**src/rtl/bram_uart_streamer.sv**
```systemverilog
// Streams a WIDTH*HEIGHT frame buffer from a BRAM read port out as back-to-back 8N1 UART bytes.
// Define BRAM_UART_STREAMER_CHECKSUM_EN to append a mod-256 sum of the frame as one extra byte.
module bram_uart_streamer #(
  parameter int unsigned WIDTH           = 64,
  parameter int unsigned HEIGHT          = 64,
  parameter int unsigned BIT_DEPTH       = 8,
  parameter int unsigned CLOCKS_PER_BAUD = 50,
  parameter int unsigned READ_LATENCY    = 2
) (
  input  logic                                clk_in,
  input  logic                                rst_in_n,
  input  logic                                start_in,
  output logic [$clog2(WIDTH*HEIGHT)-1:0]     read_addr_out,
  output logic                                read_en_out,
  input  logic [BIT_DEPTH-1:0]                pixel_in,
  output logic                                tx_out,
  output logic                                busy_out,
  output logic                                done_out
);

  localparam int unsigned NumPixels = WIDTH * HEIGHT;
  localparam int unsigned AddrW     = $clog2(NumPixels);
  localparam int unsigned BaudW     = $clog2(CLOCKS_PER_BAUD);

  localparam logic [AddrW-1:0] LastAddr = AddrW'(NumPixels - 1);
  localparam logic [BaudW-1:0] BaudLast = BaudW'(CLOCKS_PER_BAUD - 1);
  localparam logic [BaudW-1:0] LatchAt  = BaudW'(READ_LATENCY);

`ifdef BRAM_UART_STREAMER_CHECKSUM_EN
  typedef enum logic [2:0] {StIdle, StFetch, StStart, StData, StStop, StDone, StChk} state_e;
`else
  typedef enum logic [2:0] {StIdle, StFetch, StStart, StData, StStop, StDone} state_e;
`endif

  state_e           state_q;
  logic [BaudW-1:0] baud_q;
  logic [3:0]       bit_q;
  logic [7:0]       shift_q;
  logic             more_q;
`ifdef BRAM_UART_STREAMER_CHECKSUM_EN
  logic [7:0]       sum_q;
`endif

  logic       baud_end;
  logic [7:0] pixel_byte;

  assign baud_end = (baud_q == BaudLast);
  // Narrow pixels occupy the byte MSBs, low bits zero.
  assign pixel_byte = 8'(pixel_in) << (8 - BIT_DEPTH);

  always_ff @(posedge clk_in or negedge rst_in_n) begin
    if (!rst_in_n) begin
      state_q       <= StIdle;
      baud_q        <= '0;
      bit_q         <= '0;
      shift_q       <= '0;
      more_q        <= 1'b0;
      read_addr_out <= '0;
      read_en_out   <= 1'b0;
      tx_out        <= 1'b1;
      busy_out      <= 1'b0;
      done_out      <= 1'b0;
`ifdef BRAM_UART_STREAMER_CHECKSUM_EN
      sum_q         <= '0;
`endif
    end else begin
      read_en_out <= 1'b0;
      done_out    <= 1'b0;
      // Baud counter doubles as the read-latency timer in FETCH and STOP.
      baud_q      <= baud_end ? '0 : baud_q + BaudW'(1);

      case (state_q)
        StIdle: begin
          baud_q <= '0;
          if (start_in) begin
            state_q       <= StFetch;
            busy_out      <= 1'b1;
            read_en_out   <= 1'b1;
            read_addr_out <= '0;
`ifdef BRAM_UART_STREAMER_CHECKSUM_EN
            sum_q         <= '0;
`endif
          end
        end

        StFetch: begin
          if (baud_q == LatchAt) begin
            shift_q <= pixel_byte;
`ifdef BRAM_UART_STREAMER_CHECKSUM_EN
            sum_q   <= sum_q + pixel_byte;
`endif
            tx_out  <= 1'b0;
            baud_q  <= '0;
            state_q <= StStart;
          end
        end

        StStart: begin
          if (baud_end) begin
            tx_out  <= shift_q[0];
            shift_q <= shift_q >> 1;
            bit_q   <= '0;
            state_q <= StData;
          end
        end

        StData: begin
          if (baud_end) begin
            if (bit_q == 4'd7) begin
              tx_out  <= 1'b1;
              state_q <= StStop;
              // Prefetch the next pixel while the stop bit is on the line.
              if (read_addr_out != LastAddr) begin
                read_addr_out <= read_addr_out + AddrW'(1);
                read_en_out   <= 1'b1;
                more_q        <= 1'b1;
              end else begin
                more_q <= 1'b0;
              end
            end else begin
              tx_out  <= shift_q[0];
              shift_q <= shift_q >> 1;
              bit_q   <= bit_q + 4'd1;
            end
          end
        end

        StStop: begin
          if (more_q && (baud_q == LatchAt)) begin
            shift_q <= pixel_byte;
`ifdef BRAM_UART_STREAMER_CHECKSUM_EN
            sum_q   <= sum_q + pixel_byte;
`endif
          end
          if (baud_end) begin
            if (more_q) begin
              tx_out  <= 1'b0;
              state_q <= StStart;
            end else begin
`ifdef BRAM_UART_STREAMER_CHECKSUM_EN
              tx_out  <= 1'b0;
              shift_q <= sum_q;
              bit_q   <= '0;
              state_q <= StChk;
`else
              done_out <= 1'b1;
              busy_out <= 1'b0;
              state_q  <= StDone;
`endif
            end
          end
        end

`ifdef BRAM_UART_STREAMER_CHECKSUM_EN
        // Whole checksum byte in one state: bit_q 0..7 data, 8 stop, 9 end of frame.
        StChk: begin
          if (baud_end) begin
            if (bit_q == 4'd9) begin
              done_out <= 1'b1;
              busy_out <= 1'b0;
              state_q  <= StDone;
            end else begin
              tx_out  <= (bit_q == 4'd8) ? 1'b1 : shift_q[0];
              shift_q <= shift_q >> 1;
              bit_q   <= bit_q + 4'd1;
            end
          end
        end
`endif

        StDone: begin
          baud_q  <= '0;
          state_q <= StIdle;
        end

        default: begin
          state_q <= StIdle;
        end
      endcase
    end
  end

endmodule

```
**config.mk**
```make
export PLATFORM = sky130hd
export DESIGN_NAME = bram_uart_streamer
export DESIGN_NICKNAME = d
export VERILOG_FILES = /design/src/rtl/bram_uart_streamer.sv
export SDC_FILE = /design/constraint.sdc
export NUM_CORES = 1
export LEC_CHECK = 0
export CAP_MARGIN = 0
export CORE_ASPECT_RATIO = 0.7
export CORE_MARGIN = 4
export CORE_UTILIZATION = 50
export CTS_CLUSTER_SIZE = 28
export DETAILED_ROUTE_END_ITERATION = 10
export PLACE_DENSITY = 0.79
export SYNTH_ARGS = -nofsm -noshare
export SYNTH_HDL_FRONTEND = slang
export SYNTH_SLANG_ARGS = --single-unit
```
**constraint.sdc**
```tcl
create_clock -name clk_in -period 1.8 [get_ports clk_in]
set_input_delay 0.54 -clock clk_in [delete_from_list [all_inputs] [get_ports clk_in]]
set_output_delay 0.54 -clock clk_in [all_outputs]
set_load 0.01 [all_outputs]
```
==> impl_metrics.yaml, run 1 <==
layout:
  fin_util: 0.734
  final-instance-count-excl-fill: 351
  diodes: 0
  layout-drive-gt1-share: 0.284
  area_growth_pct: 36.8
  num-nets-final: 314
power_and_ir_drop:
  switching_power_w: 0.00131
  switching_share: 0.369
  ir_worst_vdd_mv: 1.02
  seq_power_share: 0.355
  clockPowerShare: 0.174
  internal_power_w: 0.00224
  totalPowerFinal_w: 0.00356
  portion_of_total_power_attributed_to_combinational_logic: 0.471
  power.density_nw_per_um2: 1200
  power.leakage_nw: 1.45
detailed_routing:
  post-route-drc-count: 0
  dr_total_vias: 2107
  wirelength_um: 5840
  initialDrtViolationCount: 378
  wire_per_inst_um: 16.6
  drt-vias-per-instance: 6.00
  detail-route-antenna-nets: 0
  detailedRoute.firstPassIterationCount: 5
floorplanning:
  num_rows: 19
  io_pins: 27
  initial_core_util: 0.537
  core-area_um2: 4040
  dieWidth_um: 86.7
  design.die.area_um2: 5470
  die_height_um: 63.1
yosys:
  synth.net_count: 242
  synth.yosys.seq_area_share: 0.439
  post-synth-top-count-cell: "sky130_fd_sc_hd__dfrtp_1"
  synthTopCellsByArea: "sky130_fd_sc_hd__dfrtp_1, sky130_fd_sc_hd__nand2_1, sky130_fd_sc_hd__mux2_2"
  synth.cell_area_um2: 2170
  yosysTopAreaCell: "sky130_fd_sc_hd__dfrtp_1"
  synth_warnings: 0
  async_reset_ff_frac: 1.00
  synth_cell_type_count: 47
  synth_enable_flop_cells: 0
  post_synth.cell_area_avg_um2: 9.60
  synth_cells: 226
  yosys_register_bits: 38
  synthTopCellsByCount: "sky130_fd_sc_hd__dfrtp_1, sky130_fd_sc_hd__nand2_1, sky130_fd_sc_hd__nor2_1"
  synth_flop_type: "sky130_fd_sc_hd__dfrtp_1"
  synth.top_cell.area_share: 0.427
worst_hold_path:
  min_delay_path_class: "input pin to asynchronous set/reset pin"
grt:
  grt-ovfl-total: 0
  antenna_found_initial: 0
  vias_in_the_first_global_route: 2030
  grt_max_degree: 39
  grt_pass1_wl_um: 9800
  globalRouteTotalUtil: 0.228
timing:
  unrepaired_setup_endpoints_after_global_routing: "yes"
  setup_viol: 13
  tightest_slew_ns: 0.389
  clock.fmax_ghz: 0.531
  post_route_worst_hold_slack_ns: 0.200
  final_critical_path_share_of_the_clock_period: 1.05
  worst_clock_skew_ns: 0.00598
  min_period_ns: 1.88
  final_critical_path_setup_slack_ns: -0.0821
  final-max-slew-violation-count: 0
  hold_viol: 0
  timing.setup.tns_ns: -0.623
  relSlewSlack: 0.734
clocking:
  clock-sinks: 38
  root_buffer: "sky130_fd_sc_hd__clkbuf_8"
  worst_skew_pair.late_latency_ns: 0.29
  cts_inserted_buffers: 5
  tritoncts: "yes"
  clk_slew_on_worst_s_h_paths_ns: 0.08
  cts-root-to-sink-buffers: 2
  cts_htree_levels: 2
run:
  max_cap_violations: 0
placed_design:
  dp.final_hpwl_um: 3990
  port_buffers: 26
  finalWeightedCongestion: 0.939
  post_place_cells: 333
worst_setup_path:
  timing.setup.critical_path_class: "register to register"
  critPathCaptureType: "register"
  cp.arrival_ns: 2.06
  cp_data_required_time_ns: 1.97
  startpoint_type: "register"
  worst-path-max-fanout: 8
outcome:
  run_status: "finished, violations left"
  failed_checks: "setup timing"
kinds of logic after synthesis:
logic type	after synthesis	synth area share
buffers and inverters	23	0.0479
muxes	9	0.0461
and+or+nand+nor	98	0.247
adders and majority gates	5	0.0288
DFF	38	0.439
AOI/OAI and AO/OA	49	0.175
xor gates and xnor gates	4	0.0162
state kept, by name (all words and copies together) (netlist names):
signal	flops
shift_q	8
busy_out	1
done_out	1
more_q	1
baud_q	6
read_addr_out	12
bit_q	4
tx_out	1
read_en_out	1
state_q	3
power by group through the flow:
stage	Clock [W]	Sequential (W)	Combinational, W
after floorplan	0	0.00127	0.000896
after global placement	0	0.00126	0.00149
after detailed placement	0	0.00127	0.00154
after CTS	0.000628	0.00125	0.00163
after global routing	0.000675	0.00129	0.00183
final	0.000618	0.00126	0.00168
per-layer routing:
layer / share of wire / vias up / track usage
li1: - / 980 / -
met1: 0.48 / 1002 / 0.344
met2: 0.42 / 108 / 0.323
met3: 0.090 / 17 / 0.0586
met4: 0.013 / 0 / 0.0564
met5: 0 / - / 0
path summary, 6_finish.rpt:
kind,start,endpoint,slack (ns),cells after the start
setup / recovery,baud_q[0],shift_q[2],-0.08,7
hold / removal,rst_in_n,state_q[1],0.20,2
setup reg to reg,baud_q[0],shift_q[2],-0.08,7
hold reg to reg,shift_q[0],shift_q[0],0.51,1
max in group asynchronous,rst_in_n,tx_out,1.35,2
min in group clk_in,shift_q[0],shift_q[0],0.51,1
area by class of cell:
cell class | instances | area (um2)
Clock buffer | 7 | 86.3
Clock inverter | 1 | 5.00
Fill cell | 299 | 1070
Inverter | 10 | 37.5
Multi-Input combinational cell | 166 | 1170
Sequential cell | 38 | 953
Tap cell | 52 | 65.1
Timing Repair Buffer | 77 | 653
critical path, cell delays in order (launching register included):
cell	delay, ns
sky130_fd_sc_hd__dfrtp_1	0.40
sky130_fd_sc_hd__inv_1	0.07
sky130_fd_sc_hd__ha_1	0.14
sky130_fd_sc_hd__nor3b_4	0.24
sky130_fd_sc_hd__nand4_2	0.16
sky130_fd_sc_hd__a311oi_4	0.25
sky130_fd_sc_hd__buf_6	0.18
sky130_fd_sc_hd__mux2_2	0.34
layout by cell type (no fill, tap or decap), types with 3 or more instances in the layout:
cell and count:
sky130_fd_sc_hd__buf_4 48, sky130_fd_sc_hd__dfrtp_1 36, sky130_fd_sc_hd__nand2_1 29, sky130_fd_sc_hd__clkdlybuf4s50_1 18
sky130_fd_sc_hd__nor2_1 13, sky130_fd_sc_hd__nand3_1 10, sky130_fd_sc_hd__inv_1 9, sky130_fd_sc_hd__and3_1 8
sky130_fd_sc_hd__nand4_1 7, sky130_fd_sc_hd__a21oi_1 7, sky130_fd_sc_hd__a31oi_1 6, sky130_fd_sc_hd__mux2_2 6
sky130_fd_sc_hd__clkbuf_8 6, sky130_fd_sc_hd__dlygate4sd2_1 6, sky130_fd_sc_hd__o21ai_0 5, sky130_fd_sc_hd__ha_1 5
sky130_fd_sc_hd__o31ai_1 4, sky130_fd_sc_hd__and4_1 4, sky130_fd_sc_hd__a22o_1 4, sky130_fd_sc_hd__nand2b_1 4
sky130_fd_sc_hd__and2_1 4, sky130_fd_sc_hd__a211oi_1 3, sky130_fd_sc_hd__o211ai_1 3, sky130_fd_sc_hd__nor4_1 3
sky130_fd_sc_hd__nor3_1 3, sky130_fd_sc_hd__a221o_1 3
what timing repair did:
| action | CTS | global route |
|---|---|---|
| endpoints found under the setup margin | 28 | 28 |
| pin swaps | 4 | 0 |
| resized for setup | 12 | 9 |
| buffers inserted | 8 | 1 |
| hold buffers | 0 | 0 |
| gates cloned | 1 | 0 |
stage by stage:
step                      worst slack (ns)  cell area (um2)
after detailed placement            -0.159             2760
after CTS                          -0.0731             2930
final                              -0.0821             2970
after global routing                -0.169             2970
after floorplan                     -0.117             2180
after global placement             -0.0545             2760
No activity file was read; power rests on OpenSTA's default activity.
==> inputs of run 2 (changes only) <==
- CORE_UTILIZATION: 50 -> 55
- PLACE_DENSITY: 0.79 -> 0.82
- clock period: 1.8 -> 2 ns (I/O delays scaled with it)
==> impl_metrics.yaml, run 2 (synthesized netlist as in run 1, its figures left out) <==
outcome:
  run_status: "finished, final reports clean"
grt:
  grt_pass1_wl_um: 9230
  grt-ovfl-total: 0
  vias_in_the_first_global_route: 1879
  antenna_found_initial: 0
  globalRouteTotalUtil: 0.236
  grt_max_degree: 23
detailed_routing:
  dr_total_vias: 2003
  wirelength_um: 5790
  post-route-drc-count: 0
  drt-vias-per-instance: 6.13
  wire_per_inst_um: 17.7
  initialDrtViolationCount: 172
  detail-route-antenna-nets: 0
  detailedRoute.firstPassIterationCount: 5
layout:
  num-nets-final: 292
  largest-register: "read_addr_out"
  layout-drive-gt1-share: 0.227
  area.sequential_um2: 952
  final.fill_count: 256
  mostFrequentLayoutCells: "sky130_fd_sc_hd__dfrtp_1, sky130_fd_sc_hd__nand2_1, sky130_fd_sc_hd__buf_4"
  area_growth_pct: 30.7
  multi_input_comb_area_um2: 1150
  commonest_non_fill_non_tap_cell_in_the_layout: "sky130_fd_sc_hd__dfrtp_1"
  final-instance-count-excl-fill: 327
  layout_top_registers: "read_addr_out: 12 flops, shift_q: 8 flops, baud_q: 6 flops"
  max_reg_flops: 12
  diodes: 0
worst_setup_path:
  critPathCaptureType: "primary output"
  startpoint_type: "register"
  critical-path-top-delay-family: "buffers and inverters"
  cp.arrival_ns: 1.35
  worstPathCellList: "clkdlybuf4s50_1"
  critical_path.max_stage_delay_ns: 0.59
  max_stage_delay_cell_worst_path: "sky130_fd_sc_hd__clkdlybuf4s50_1"
  regToRegStartpoint: "baud_q[0]"
  cp_data_required_time_ns: 1.40
  worst-path-max-fanout: 8
  regToRegSetupSlack_ns: 0.06
  rr_endpoint: "shift_q[3]"
  reg2reg_depth: 7
  timing.setup.critical_path_class: "register to primary output"
  cp.buffers_inverters: 1
floorplanning:
  io_pins: 27
  num_rows: 18
  design.die.area_um2: 5030
  initial_core_util: 0.595
  die_height_um: 60.6
  dieWidth_um: 83.1
  core-area_um2: 3650
clocking:
  cts_htree_levels: 2
  clock-sinks: 38
  clk_slew_on_worst_s_h_paths_ns: 0.08
  root_buffer: "sky130_fd_sc_hd__clkbuf_8"
  worst_skew_pair.late_latency_ns: 0.29
  cts-root-to-sink-buffers: 2
  cts_inserted_buffers: 5
  tritoncts: "yes"
timing:
  hold_viol: 0
  min_period_ns: 1.95
  unrepaired_setup_endpoints_after_global_routing: "yes"
  tightest_slew_ns: 0.490
  final_critical_path_share_of_the_clock_period: 0.975
  relSlewSlack: 0.671
  setup_viol: 0
  clock.fmax_ghz: 0.513
  final-max-slew-violation-count: 0
  worst_clock_skew_ns: 0.00379
power_and_ir_drop:
  power.leakage_nw: 1.30
  totalPowerFinal_w: 0.00336
  ir_worst_vdd_mv: 0.946
  power.density_nw_per_um2: 1180
worst_hold_path:
  min_delay_path_class: "input pin to asynchronous set/reset pin"
run:
  max_cap_violations: 0
placed_design:
  dp.final_hpwl_um: 4030
  finalWeightedCongestion: 0.889
  port_buffers: 26
  post_place_cells: 315
## run 2: worst max path at each step
stage	start	end	slack (ns)	cells past startpoint
after CTS	baud_q[0]	shift_q[2]	0.0004	8
after detailed placement	baud_q[0]	shift_q[2]	0.07	8
final	read_addr_out[4]	read_addr_out[4]	0.05	1
after floorplan	baud_q[0]	shift_q[0]	0.08	6
after global routing	read_addr_out[4]	read_addr_out[4]	-0.007	1
after global placement	baud_q[0]	shift_q[2]	0.12	7
## run 2: metrics by stage
step	cell area (um2)	util	setup WS (ns)	setup TNS, ns	hold slack [ns]
detailed placement	2630	0.721	0.0742	0	0.496
finish	2840	0.777	0.0505	0	0.228
global placement	2630	0.721	0.119	0	0.491
global route	2840	0.777	-0.00686	-0.00686	0.244
floorplan	2170	-	0.0773	0	0.304
CTS	2770	0.759	0.000352	0	0.232
## run 2: layout make-up
class                   count  area share
clock inverters             2      0.0212
repair buffers             55       0.172
inverters                  10      0.0132
clock buffers               6      0.0291
flip-flops and latches     38       0.336
multi-input cells         166       0.406
well taps                  50      0.0221
## run 2: routing by layer
| layer | routed length, um | track usage | vias up | part of all wire |
|---|---|---|---|---|
| li1 | - | - | 928 | - |
| met1 | 2550 | 0.327 | 955 | 0.44 |
| met2 | 2650 | 0.374 | 107 | 0.46 |
| met3 | 526 | 0.0678 | 13 | 0.091 |
| met4 | 67 | 0.0559 | 0 | 0.012 |
| met5 | 0 | 0 | - | 0 |
## run 2: report_power, final
part | internal, W | switching [W]
combinational | 0.000689 | 0.000692
clock | 0.000532 | 0.000291
sequential | 0.000971 | 0.000184
## run 2: what timing repair did
item	CTS	global route
cloned	0	1
endpoints found under the hold margin	0	0
setup buffers	0	3
hold buffers	0	0
setup endpoints to repair	1	14
pin swaps	0	2
gates resized for setup	1	9
